--- src/rtl/gcd_rr_scheduler_if.sv ---
// Request/response and GCD-unit bus for the round-robin GCD scheduler.
// The slave modport is the scheduler's view. The master modport is the
// view of the environment, which is the requesters plus the GCD unit.
interface gcd_rr_scheduler_if #(
  parameter int NBits = 2,
  parameter int NReq  = 4
);
  logic [NReq-1:0]       req_i;
  logic [NReq*NBits-1:0] req_xi;
  logic [NReq*NBits-1:0] req_yi;
  logic [NReq-1:0]       grant_o;
  logic [NReq-1:0]       done_o;
  logic [NBits-1:0]      res_o;
  logic                  err_o;
  logic                  busy_o;
  logic                  gcd_start;
  logic [NBits-1:0]      gcd_xi;
  logic [NBits-1:0]      gcd_yi;
  logic [NBits-1:0]      gcd_xo;
  logic                  gcd_rdy;

  modport slave (
    input  req_i, req_xi, req_yi, gcd_xo, gcd_rdy,
    output grant_o, done_o, res_o, err_o, busy_o, gcd_start, gcd_xi, gcd_yi
  );

  modport master (
    output req_i, req_xi, req_yi, gcd_xo, gcd_rdy,
    input  grant_o, done_o, res_o, err_o, busy_o, gcd_start, gcd_xi, gcd_yi
  );
endinterface

--- src/rtl/gcd_rr_scheduler.sv ---
// Round-robin scheduler that shares one GCD unit among NReq requesters.
// Requests with a zero operand are answered without using the unit.
// A watchdog aborts a WAIT that never sees a low-then-high rdy edge.
// Every output is a flop. Its next value is derived from the next FSM state,
// so grant and done line up with the cycle that the state occupies.
module gcd_rr_scheduler #(
  parameter int NBits         = 2,
  parameter int NReq          = 4,
  parameter int TimeoutCycles = 255
) (
  input  logic              clk,
  input  logic              rst,
  gcd_rr_scheduler_if.slave bus
);

  localparam int SW  = (NReq > 1) ? $clog2(NReq) : 1;
  localparam int SW1 = SW + 1;
  localparam int CW  = $clog2(TimeoutCycles + 1);

  typedef enum logic [2:0] {
    S_IDLE,
    S_ISSUE,
    S_BYPASS,
    S_WAIT,
    S_DONE
  } state_t;

  state_t           state_q, state_d;
  logic [SW-1:0]    ptr_q, ptr_d;
  logic [SW-1:0]    sel_q, sel_d;
  logic [CW-1:0]    cnt_q, cnt_d;
  logic             seen_low_q, seen_low_d;
  logic [NReq-1:0]  grant_q, grant_d;
  logic [NReq-1:0]  done_q, done_d;
  logic [NBits-1:0] res_q, res_d;
  logic             err_q, err_d;
  logic             busy_q, busy_d;
  logic             start_q, start_d;
  logic [NBits-1:0] xi_q, xi_d;
  logic [NBits-1:0] yi_q, yi_d;

  // Unpack the flat operand buses into per-requester lanes.
  logic [NReq-1:0][NBits-1:0] x_arr;
  logic [NReq-1:0][NBits-1:0] y_arr;

  for (genvar k = 0; k < NReq; k++) begin : g_unpack
    assign x_arr[k] = bus.req_xi[k*NBits +: NBits];
    assign y_arr[k] = bus.req_yi[k*NBits +: NBits];
  end

  // Arbiter. Pick the first requester at or after ptr, searching upward and wrapping.
  logic [SW-1:0]  pick;
  logic           pick_vld;
  logic [SW1-1:0] sum;
  logic [SW-1:0]  idx;

  always_comb begin
    pick     = '0;
    pick_vld = 1'b0;
    sum      = '0;
    idx      = '0;
    for (int i = 0; i < NReq; i++) begin
      sum = {1'b0, ptr_q} + SW1'(i);
      if (sum >= SW1'(NReq)) sum = sum - SW1'(NReq);
      idx = sum[SW-1:0];
      if (!pick_vld && bus.req_i[idx]) begin
        pick_vld = 1'b1;
        pick     = idx;
      end
    end
  end

  // Next-state logic. Also updates the latched operands, result, pointer and watchdog.
  always_comb begin
    state_d    = state_q;
    ptr_d      = ptr_q;
    sel_d      = sel_q;
    cnt_d      = cnt_q;
    seen_low_d = seen_low_q;
    res_d      = res_q;
    err_d      = err_q;
    xi_d       = xi_q;
    yi_d       = yi_q;
    case (state_q)
      S_IDLE: begin
        if (pick_vld) begin
          sel_d = pick;
          xi_d  = x_arr[pick];
          yi_d  = y_arr[pick];
          if (x_arr[pick] == '0 || y_arr[pick] == '0) state_d = S_BYPASS;
          else                                        state_d = S_ISSUE;
        end
      end
      S_ISSUE: begin
        // Any rdy level seen while start is in flight belongs to the unit's
        // previous activity. Qualification therefore starts fresh in WAIT.
        seen_low_d = 1'b0;
        cnt_d      = '0;
        state_d    = S_WAIT;
      end
      S_BYPASS: begin
        // gcd(0, v) = v and gcd(0, 0) is reported as 0. The OR yields both.
        res_d   = xi_q | yi_q;
        err_d   = 1'b0;
        state_d = S_DONE;
      end
      S_WAIT: begin
        cnt_d = cnt_q + 1'b1;
        if (!bus.gcd_rdy) seen_low_d = 1'b1;
        // rdy counts only if it is a rise after a low seen in this WAIT. A
        // stale high rdy left over from earlier work never completes a request.
        if (seen_low_q && bus.gcd_rdy) begin
          res_d   = bus.gcd_xo;
          err_d   = 1'b0;
          state_d = S_DONE;
        end else if (cnt_d == CW'(TimeoutCycles)) begin
          res_d   = '0;
          err_d   = 1'b1;
          state_d = S_DONE;
        end
      end
      S_DONE: begin
        ptr_d   = (sel_q == SW'(NReq - 1)) ? '0 : sel_q + 1'b1;
        state_d = S_IDLE;
      end
      default: state_d = S_IDLE;
    endcase
  end

  // Registered outputs, decoded from the state being entered.
  always_comb begin
    grant_d = '0;
    done_d  = '0;
    start_d = (state_d == S_ISSUE);
    busy_d  = (state_d != S_IDLE);
    if (state_d == S_ISSUE || state_d == S_BYPASS) grant_d[sel_d] = 1'b1;
    if (state_d == S_DONE)                         done_d[sel_d]  = 1'b1;
  end

  // State and output registers, with asynchronous active-low clear.
  always_ff @(posedge clk or negedge rst) begin
    if (!rst) begin
      state_q    <= S_IDLE;
      ptr_q      <= '0;
      sel_q      <= '0;
      cnt_q      <= '0;
      seen_low_q <= 1'b0;
      grant_q    <= '0;
      done_q     <= '0;
      res_q      <= '0;
      err_q      <= 1'b0;
      busy_q     <= 1'b0;
      start_q    <= 1'b0;
      xi_q       <= '0;
      yi_q       <= '0;
    end else begin
      state_q    <= state_d;
      ptr_q      <= ptr_d;
      sel_q      <= sel_d;
      cnt_q      <= cnt_d;
      seen_low_q <= seen_low_d;
      grant_q    <= grant_d;
      done_q     <= done_d;
      res_q      <= res_d;
      err_q      <= err_d;
      busy_q     <= busy_d;
      start_q    <= start_d;
      xi_q       <= xi_d;
      yi_q       <= yi_d;
    end
  end

  assign bus.grant_o   = grant_q;
  assign bus.done_o    = done_q;
  assign bus.res_o     = res_q;
  assign bus.err_o     = err_q;
  assign bus.busy_o    = busy_q;
  assign bus.gcd_start = start_q;
  assign bus.gcd_xi    = xi_q;
  assign bus.gcd_yi    = yi_q;

endmodule

--- src/flat_wrapper.sv ---
// flat-port wrapper written by rule: the top's interface ports become plain ports
module gcd_rr_scheduler_flat 
#(
  parameter int NBits         = 2,
  parameter int NReq          = 4,
  parameter int TimeoutCycles = 255
)
  (clk, rst, bus_req_i, bus_req_xi, bus_req_yi, bus_gcd_xo, bus_gcd_rdy, bus_grant_o, bus_done_o, bus_res_o, bus_err_o, bus_busy_o, bus_gcd_start, bus_gcd_xi, bus_gcd_yi);
  gcd_rr_scheduler_if #(.NBits(NBits), .NReq(NReq)) bus_i ();
  input  logic clk;
  input  logic rst;
  input wire logic [$bits(bus_i.req_i)-1:0] bus_req_i;
  input wire logic [$bits(bus_i.req_xi)-1:0] bus_req_xi;
  input wire logic [$bits(bus_i.req_yi)-1:0] bus_req_yi;
  input wire logic [$bits(bus_i.gcd_xo)-1:0] bus_gcd_xo;
  input wire logic [$bits(bus_i.gcd_rdy)-1:0] bus_gcd_rdy;
  output wire logic [$bits(bus_i.grant_o)-1:0] bus_grant_o;
  output wire logic [$bits(bus_i.done_o)-1:0] bus_done_o;
  output wire logic [$bits(bus_i.res_o)-1:0] bus_res_o;
  output wire logic [$bits(bus_i.err_o)-1:0] bus_err_o;
  output wire logic [$bits(bus_i.busy_o)-1:0] bus_busy_o;
  output wire logic [$bits(bus_i.gcd_start)-1:0] bus_gcd_start;
  output wire logic [$bits(bus_i.gcd_xi)-1:0] bus_gcd_xi;
  output wire logic [$bits(bus_i.gcd_yi)-1:0] bus_gcd_yi;
  assign bus_i.req_i = bus_req_i;
  assign bus_i.req_xi = bus_req_xi;
  assign bus_i.req_yi = bus_req_yi;
  assign bus_i.gcd_xo = bus_gcd_xo;
  assign bus_i.gcd_rdy = bus_gcd_rdy;
  assign bus_grant_o = bus_i.grant_o;
  assign bus_done_o = bus_i.done_o;
  assign bus_res_o = bus_i.res_o;
  assign bus_err_o = bus_i.err_o;
  assign bus_busy_o = bus_i.busy_o;
  assign bus_gcd_start = bus_i.gcd_start;
  assign bus_gcd_xi = bus_i.gcd_xi;
  assign bus_gcd_yi = bus_i.gcd_yi;
  gcd_rr_scheduler #(.NBits(NBits), .NReq(NReq), .TimeoutCycles(TimeoutCycles)) u_core (.clk(clk), .rst(rst), .bus(bus_i));
endmodule
--- config.mk ---
export PLATFORM = sky130hd
export DESIGN_NAME = gcd_rr_scheduler_flat
export DESIGN_NICKNAME = d
export VERILOG_FILES = /design/src/rtl/gcd_rr_scheduler_if.sv /design/src/rtl/gcd_rr_scheduler.sv /design/src/flat_wrapper.sv
export SDC_FILE = /design/constraint.sdc
export NUM_CORES = 1
export LEC_CHECK = 0
export CORE_ASPECT_RATIO = 0.6
export CORE_MARGIN = 4
export CORE_UTILIZATION = 48
export DETAILED_ROUTE_END_ITERATION = 8
export GPL_TIMING_DRIVEN = 0
export HOLD_SLACK_MARGIN = 0.05
export PLACE_DENSITY = 0.79
export SYNTH_ARGS = -nofsm -noshare
export SYNTH_HDL_FRONTEND = slang
export SYNTH_SLANG_ARGS = --single-unit
--- constraint.sdc ---
create_clock -name clk -period 2.4 [get_ports clk]
set_input_delay 0.48 -clock clk [delete_from_list [all_inputs] [get_ports clk]]
set_output_delay 0.48 -clock clk [all_outputs]
set_load 0.005 [all_outputs]
== Word level (Yosys, flattened, before mapping) ==
Index checks and enable logic that the tools add are counted.
Widths: inputs -> output; s select.
Word-level totals
  flip-flop bits (word level): 33
  input port bits: 25
  output and inout port bits: 17
  word-level logic and storage cells: 109
Operators by class
  $add $sub $neg: 9
  $lt $le $gt $ge: 11
  equal/unequal tests: 11
  mux-type cells: 45
  bitwise logic cells: 1
  reductions and logical operators: 19
Operators with widths (count)
  $mux 2: 16
  $lt 2x3->1 const B: 6
  $pmux 8 s2: 1
  $mux 1: 12
  $pmux 3 s4: 1
  $eq 3x2->1 const B: 3
  $ge 3x3->1 const B: 3
  $mux 3: 3
  $add 8x1->8 const B: 1
  $bmux 1 s2: 4
  $bmux 2 s2: 2
  $eq 8x8->1 const B: 1
  $mux 4: 2
  $sub 2x1->2 const B: 4
  $add 2x2->3 const B: 2
  $eq 3x1->1 const B: 2
  $eq 3x3->1 const B: 2
  $reduce_and 2->1: 3
  $logic_and 1x1->1: 5
  $logic_not 2->1: 2
  $pmux 1 s2: 2
  $pmux 2 s2: 1
  $reduce_bool 2->1: 2
  $add 2x1->3 const B: 1
  12 further kinds: 15

== Depth between registers and ports, before layout ==
  depth after elaboration: 24
  depth in mapped cells: 8
  mapped depth without buffers: 8

== Worst setup path before layout ==
No wires, ideal clock.
  path type: input -> register
  start point: in bus_req_i[3]
  end point: reg u_core.state_q[0]
  setup time: 0.065 ns
  data arrival time: 1.880 ns
  data required time: 2.335 ns
  slack: 0.455 ns
  cell stages on the path: 8
  path buffers: 1
  cell sequence: nand2b_1 mux2i_1 a211o_1 buf_6 mux2i_1 mux2_2 a221oi_2 or2_1
Between the ends
  cells in the longest elaborated chain, start to end: 19
  elaborated cells between the ends (all ways): 32
  those cells by class: 23 x mux; 9 x reduce/logical
Ends and longest elaborated chain
  start, declared: RTL line flat_wrapper.sv:12  | input wire logic [$bits(bus_i.req_i)-1:0] bus_req_i;
  $bmux 1 s2: RTL line gcd_rr_scheduler.sv:66  | if (!pick_vld && bus.req_i[idx]) begin
  $mux 1 (not written as such): RTL line gcd_rr_scheduler.sv:66
  $mux 1: RTL line gcd_rr_scheduler.sv:66
  $logic_not 1->1: RTL line gcd_rr_scheduler.sv:66
  $logic_and 1x1->1: RTL line gcd_rr_scheduler.sv:66
  $mux 1: RTL line gcd_rr_scheduler.sv:66
  $logic_not 1->1: RTL line gcd_rr_scheduler.sv:66
  $logic_and 1x1->1: RTL line gcd_rr_scheduler.sv:66
  (+4 left out)
  $bmux 2 s2: RTL line gcd_rr_scheduler.sv:90  | if (x_arr[pick] == '0 || y_arr[pick] == '0) state_d = S_BYPASS;
  $mux 2 (not written as such): RTL line gcd_rr_scheduler.sv:90
  $logic_not 2->1: RTL line gcd_rr_scheduler.sv:90
  $logic_or 1x1->1: RTL line gcd_rr_scheduler.sv:90
  $mux 2: RTL line gcd_rr_scheduler.sv:90
  $mux 3 (*): RTL line gcd_rr_scheduler.sv:86  | if (pick_vld) begin
  $pmux 3 s4 (*): RTL line gcd_rr_scheduler.sv:84  | case (state_q)
  named net u_core.state_d[0]: RTL line gcd_rr_scheduler.sv:28  | state_t state_q, state_d;
  end signal, assigned: RTL line gcd_rr_scheduler.sv:157  | state_q <= state_d;
  end, declared: RTL line gcd_rr_scheduler.sv:28
Mark *: on every way through the listed nets, which the timed path passes. The rest lies on a longest branch. The select of a mux whose other input is x is not followed.
A chain may end at the register's enable or synchronous reset.

== Final worst setup path ==
  start point: in bus_req_i[0]
  end point: reg u_core.done_q[2] (netlist: u_core.bus.done_o[2])
Between the ends
  elaborated cells between the ends (all ways): 41
  those cells by class: 2 x order compare; 1 x eq/ne; 28 x mux; 10 x reduce/logical
RTL lines
  $bmux 1 s2: RTL line gcd_rr_scheduler.sv:66
  $mux 1 (not written as such): RTL line gcd_rr_scheduler.sv:66
  $mux 1: RTL line gcd_rr_scheduler.sv:66
  $logic_not 1->1: RTL line gcd_rr_scheduler.sv:66
  $logic_and 1x1->1: RTL line gcd_rr_scheduler.sv:66
  $mux 1: RTL line gcd_rr_scheduler.sv:66
  $logic_not 1->1: RTL line gcd_rr_scheduler.sv:66
  $logic_and 1x1->1: RTL line gcd_rr_scheduler.sv:66
  (+5 left out)
  $mux 2 (*): RTL line gcd_rr_scheduler.sv:84
  named net u_core.sel_d[0]: RTL line gcd_rr_scheduler.sv:30  | logic [SW-1:0] sel_q, sel_d;
  $lt 2x3->1 (not written as such) / $ge 2x1->1 (equally long branches): RTL line gcd_rr_scheduler.sv:137  | if (state_d == S_DONE) done_d[sel_d] = 1'b1;
  $logic_and 1x1->1 (not written as such): RTL line gcd_rr_scheduler.sv:137
  $mux 1 (not written as such): RTL line gcd_rr_scheduler.sv:137
  $demux 1 s2 (*)
  $mux 4 (*): RTL line gcd_rr_scheduler.sv:137
  named net u_core.done_d[2]: RTL line gcd_rr_scheduler.sv:34  | logic [NReq-1:0] done_q, done_d;
  end signal, assigned: RTL line gcd_rr_scheduler.sv:163  | done_q <= done_d;
  end, declared: RTL line gcd_rr_scheduler.sv:34
Marked as above.

==> flow_metrics.env <==
export IMPL_dr_first_iter_drc_count=108
export IMPL_synthCells=166
export IMPL_irDropWorstVdd_mv=0.802
export IMPL_cap_viol_max_count=0
export IMPL_sort_of_element_at_the_end_of_the_critical_path="flop"
export IMPL_clk_pin_slew_ns=0.07
export IMPL_post_route_period_util=0.931
export IMPL_drc=0
export IMPL_floorplan_initialDensity=0.503
export IMPL_place_port_buffers=41
export IMPL_insertion_delay_ns=0.28
export IMPL_maximum_fanout_along_the_worst_path=9
export IMPL_place_gp_congestion=0.809
export IMPL_synth_distinct_cells=35
export IMPL_standard_cell_core_area_sq_mm=0.00326
export IMPL_final_hold_viol_count=0
export IMPL_synth_yosys_warnings=0
export IMPL_detail_route_antenna_nets=0
export IMPL_synth_seq_cells=33
export IMPL_drive_above_1_share=0.103
export IMPL_finalCriticalPeriod_ns=2.24
export IMPL_flip_flop_cell_with_the_highest_count_after_synthesis="sky130_fd_sc_hd__dfrtp_1"
export IMPL_grtUsageTotal=0.188
export IMPL_yosys_area_share_adder=0.0229
export IMPL_post_cts_setup_repair_buffer_count=0
export IMPL_synth_yosys_seq_area_share=0.503
export IMPL_antennaDiodeCount=0
export IMPL_slew_headroom=0.513
export IMPL_synth_commonest_cells="sky130_fd_sc_hd__dfrtp_1 (33), sky130_fd_sc_hd__nand2_1 (24), sky130_fd_sc_hd__nor2_1 (15)"
export IMPL_syn_to_final_growth_pct=34.8
export IMPL_dp_final_hpwl_um=2960
export IMPL_outcome="finished, final reports clean"
export IMPL_grt_max_degree=34
export IMPL_postLayoutSetupSlackWorst_ns=0.165
export IMPL_synth_most_common_cell="sky130_fd_sc_hd__dfrtp_1"
export IMPL_finalSetupViolCount=0
export IMPL_clock_path_buffers=2
export IMPL_report_final_slew_viol_count=0
export IMPL_drt_pass1_iter_count=4
export IMPL_cp_arrival_ns=2.39
export IMPL_wirelength_um=3880
export IMPL_sum_of_negative_setup_slack_ns=0
export IMPL_leakagePower_nw=1.01
export IMPL_synth_xor_area_share=0.0107
export IMPL_yosys_area_share_simple=0.186
export IMPL_grt_antenna_before_repair=0
export IMPL_grt_ovfl_total=0
export IMPL_cts_sinks=33
export IMPL_cts_htree_levels=2
export IMPL_hold_buffers=0
export IMPL_total_power_consumption_of_the_routed_design_mw=2.45
export IMPL_ffs_w_async_s_r_synth=1.00
export IMPL_post_synth_cell_area_avg_sq_um=9.89
export IMPL_cts_root_buffer_cell="sky130_fd_sc_hd__clkbuf_8"
export IMPL_final_core_util=0.678
export IMPL_placement_setup_worst_slack_ns=-0.272
export IMPL_post_synth_edffs=0
export IMPL_tritoncts_num_buffers=5
export IMPL_die_area_sq_mm=0.00445
export IMPL_crit_path_start_kind="primary input"
export IMPL_synthDominantCellAreaShare=0.503
export IMPL_count_of_vias_placed_by_the_detailed_router=1373
export IMPL_ios=42
export IMPL_grt_pass1_vias=1369
export IMPL_skew_ns=0.00242
export IMPL_die_y_um=53.3
export IMPL_yosys_area_top_type="sky130_fd_sc_hd__dfrtp_1"
export IMPL_rsz0062_at_grt="no"
export IMPL_yosys_top_cells_area="sky130_fd_sc_hd__dfrtp_1 (50%), sky130_fd_sc_hd__mux2i_1 (6.1%), sky130_fd_sc_hd__nand2_1 (5.5%), sky130_fd_sc_hd__mux2_2 (4.8%), sky130_fd_sc_hd__o21ai_0 (4.0%)"
export IMPL_crit_type="primary input to flop"
export IMPL_required_ns=2.56
export IMPL_post_route_cell_area_sq_mm=0.00221
export IMPL_tritoncts="yes"
export IMPL_post_detailed_placement_cell_area_sq_mm=0.00211
export IMPL_die_width_um=83.5
export IMPL_finish_net_count=241
export IMPL_main_combinational_cell_family_by_area_after_synthesis="simple AND/OR/NAND/NOR gates"
export IMPL_synth_compound_area_frac=0.143
export IMPL_max_clock_freq_mhz=447
export IMPL_final_fill_count=247
export IMPL_postSynthNetCount=194
export IMPL_row_count=16
export IMPL_cts_resized=0
export IMPL_min_delay_path_class="primary input to async pin"
export IMPL_synth_mux_area_frac=0.109
export IMPL_routedWlPerCell_um=15.0
export IMPL_p_per_area_mw_per_mm2=1110
export IMPL_worst_pin_slew_ns=0.730
export IMPL_route_detailed_vias_per_inst=5.30
export IMPL_grt_first_pass_wirelength_um=6400
export IMPL_synth_area_sq_mm=0.00164
-- logic make-up (layout without fill, tap and decap cells) --
| kind of cell | after synthesis | in the layout |
|---|---|---|
| simple gates | 66 | 66 |
| compound gates | 36 | 36 |
| flops | 33 | 33 |
| mux | 17 | 17 |
| buf+inv | 9 | 57 |
| fa+ha+maj | 3 | 3 |
| xor+xnor | 2 | 2 |
-- area by class of cell --
class                   instances  area, sq um  area share
flip-flops and latches         33          826       0.373
clock inverters                 1         5.00     0.00226
multi-input cells             124          782       0.354
inverters                       4         15.0     0.00679
repair buffers                 41          408       0.184
well taps                      45         56.3      0.0255
plain buffers                   4         23.8      0.0107
clock buffers                   7         96.3      0.0436
-- sequential cells by signal, summed over array words and instances (netlist names), 2 cells and up --
name,flops
u_core.bus.done_o,4
u_core.bus.gcd_xi,2
u_core.bus.gcd_yi,2
u_core.bus.grant_o,4
u_core.bus.res_o,2
u_core.cnt_q,8
u_core.ptr_q,2
u_core.sel_q,2
u_core.state_q,3
-- metal layers --
layer / GRT usage / wire [um] / share of wire
met1: 0.239 / 1870 / 0.48
met2: 0.311 / 1830 / 0.47
met3: 0.0544 / 164 / 0.042
met4: 0.0642 / 17 / 0.0044
met5: 0 / 0 / 0
-- critical path, cell delays in order --
cell and delay (ns):
sky130_fd_sc_hd__clkdlybuf4s50_1 0.53, sky130_fd_sc_hd__nor4_1 0.10, sky130_fd_sc_hd__or4_1 0.59, sky130_fd_sc_hd__o31ai_2 0.45, sky130_fd_sc_hd__nand2b_1 0.19, sky130_fd_sc_hd__nor2_1 0.05
-- per-stage QoR --
| stage | instances | hold WS (ns) |
|---|---|---|
| after floorplan | 166 | 0.184 |
| after global placement | 252 | 0.475 |
| after detailed placement | 252 | 0.485 |
| after CTS | 260 | 0.499 |
| after global routing | 259 | 0.303 |
| final | 259 | 0.255 |
-- worst paths after layout --
path	from	endpoint	slack (ns)	cells after the start
worst min register to register	u_core.cnt_q[7]	u_core.cnt_q[7]	0.50	1
worst max register to register	u_core.cnt_q[0]	u_core.bus.res_o[1]	0.25	8
worst min-delay path	rst	u_core.cnt_q[5]	0.25	1
max in group asynchronous	rst	u_core.cnt_q[2]	1.67	1
min in group clk	u_core.cnt_q[7]	u_core.cnt_q[7]	0.50	1
worst max-delay path	bus_req_i[0]	u_core.bus.done_o[2]	0.16	6
-- power breakdown --
group          switching (mW)  internal [mW]
clock                   0.193          0.259
combinational           0.546          0.549
sequential              0.156          0.745
total                   0.896           1.55
-- placed cells by master, fill, tap and decap left out, types with 2 or more instances in the layout --
master / netlist / layout
sky130_fd_sc_hd__clkbuf_8: 0 / 7
sky130_fd_sc_hd__ha_1: 3 / 3
sky130_fd_sc_hd__nor2b_1: 3 / 3
sky130_fd_sc_hd__nand2b_1: 7 / 6
sky130_fd_sc_hd__clkbuf_1: 4 / 2
sky130_fd_sc_hd__mux2_2: 7 / 7
sky130_fd_sc_hd__a21oi_1: 5 / 5
sky130_fd_sc_hd__mux2i_1: 10 / 10
sky130_fd_sc_hd__o31ai_1: 4 / 4
sky130_fd_sc_hd__dfrtp_1: 33 / 33
sky130_fd_sc_hd__nand3_1: 8 / 8
sky130_fd_sc_hd__nor3_1: 2 / 2
sky130_fd_sc_hd__a21o_1: 4 / 4
sky130_fd_sc_hd__nor2_1: 15 / 15
sky130_fd_sc_hd__inv_1: 4 / 4
sky130_fd_sc_hd__nand2_1: 24 / 24
sky130_fd_sc_hd__clkdlybuf4s50_1: 0 / 39
sky130_fd_sc_hd__o21ai_1: 2 / 2
sky130_fd_sc_hd__o21ai_0: 13 / 13
Note: power is estimated with default switching activity, not from simulation.
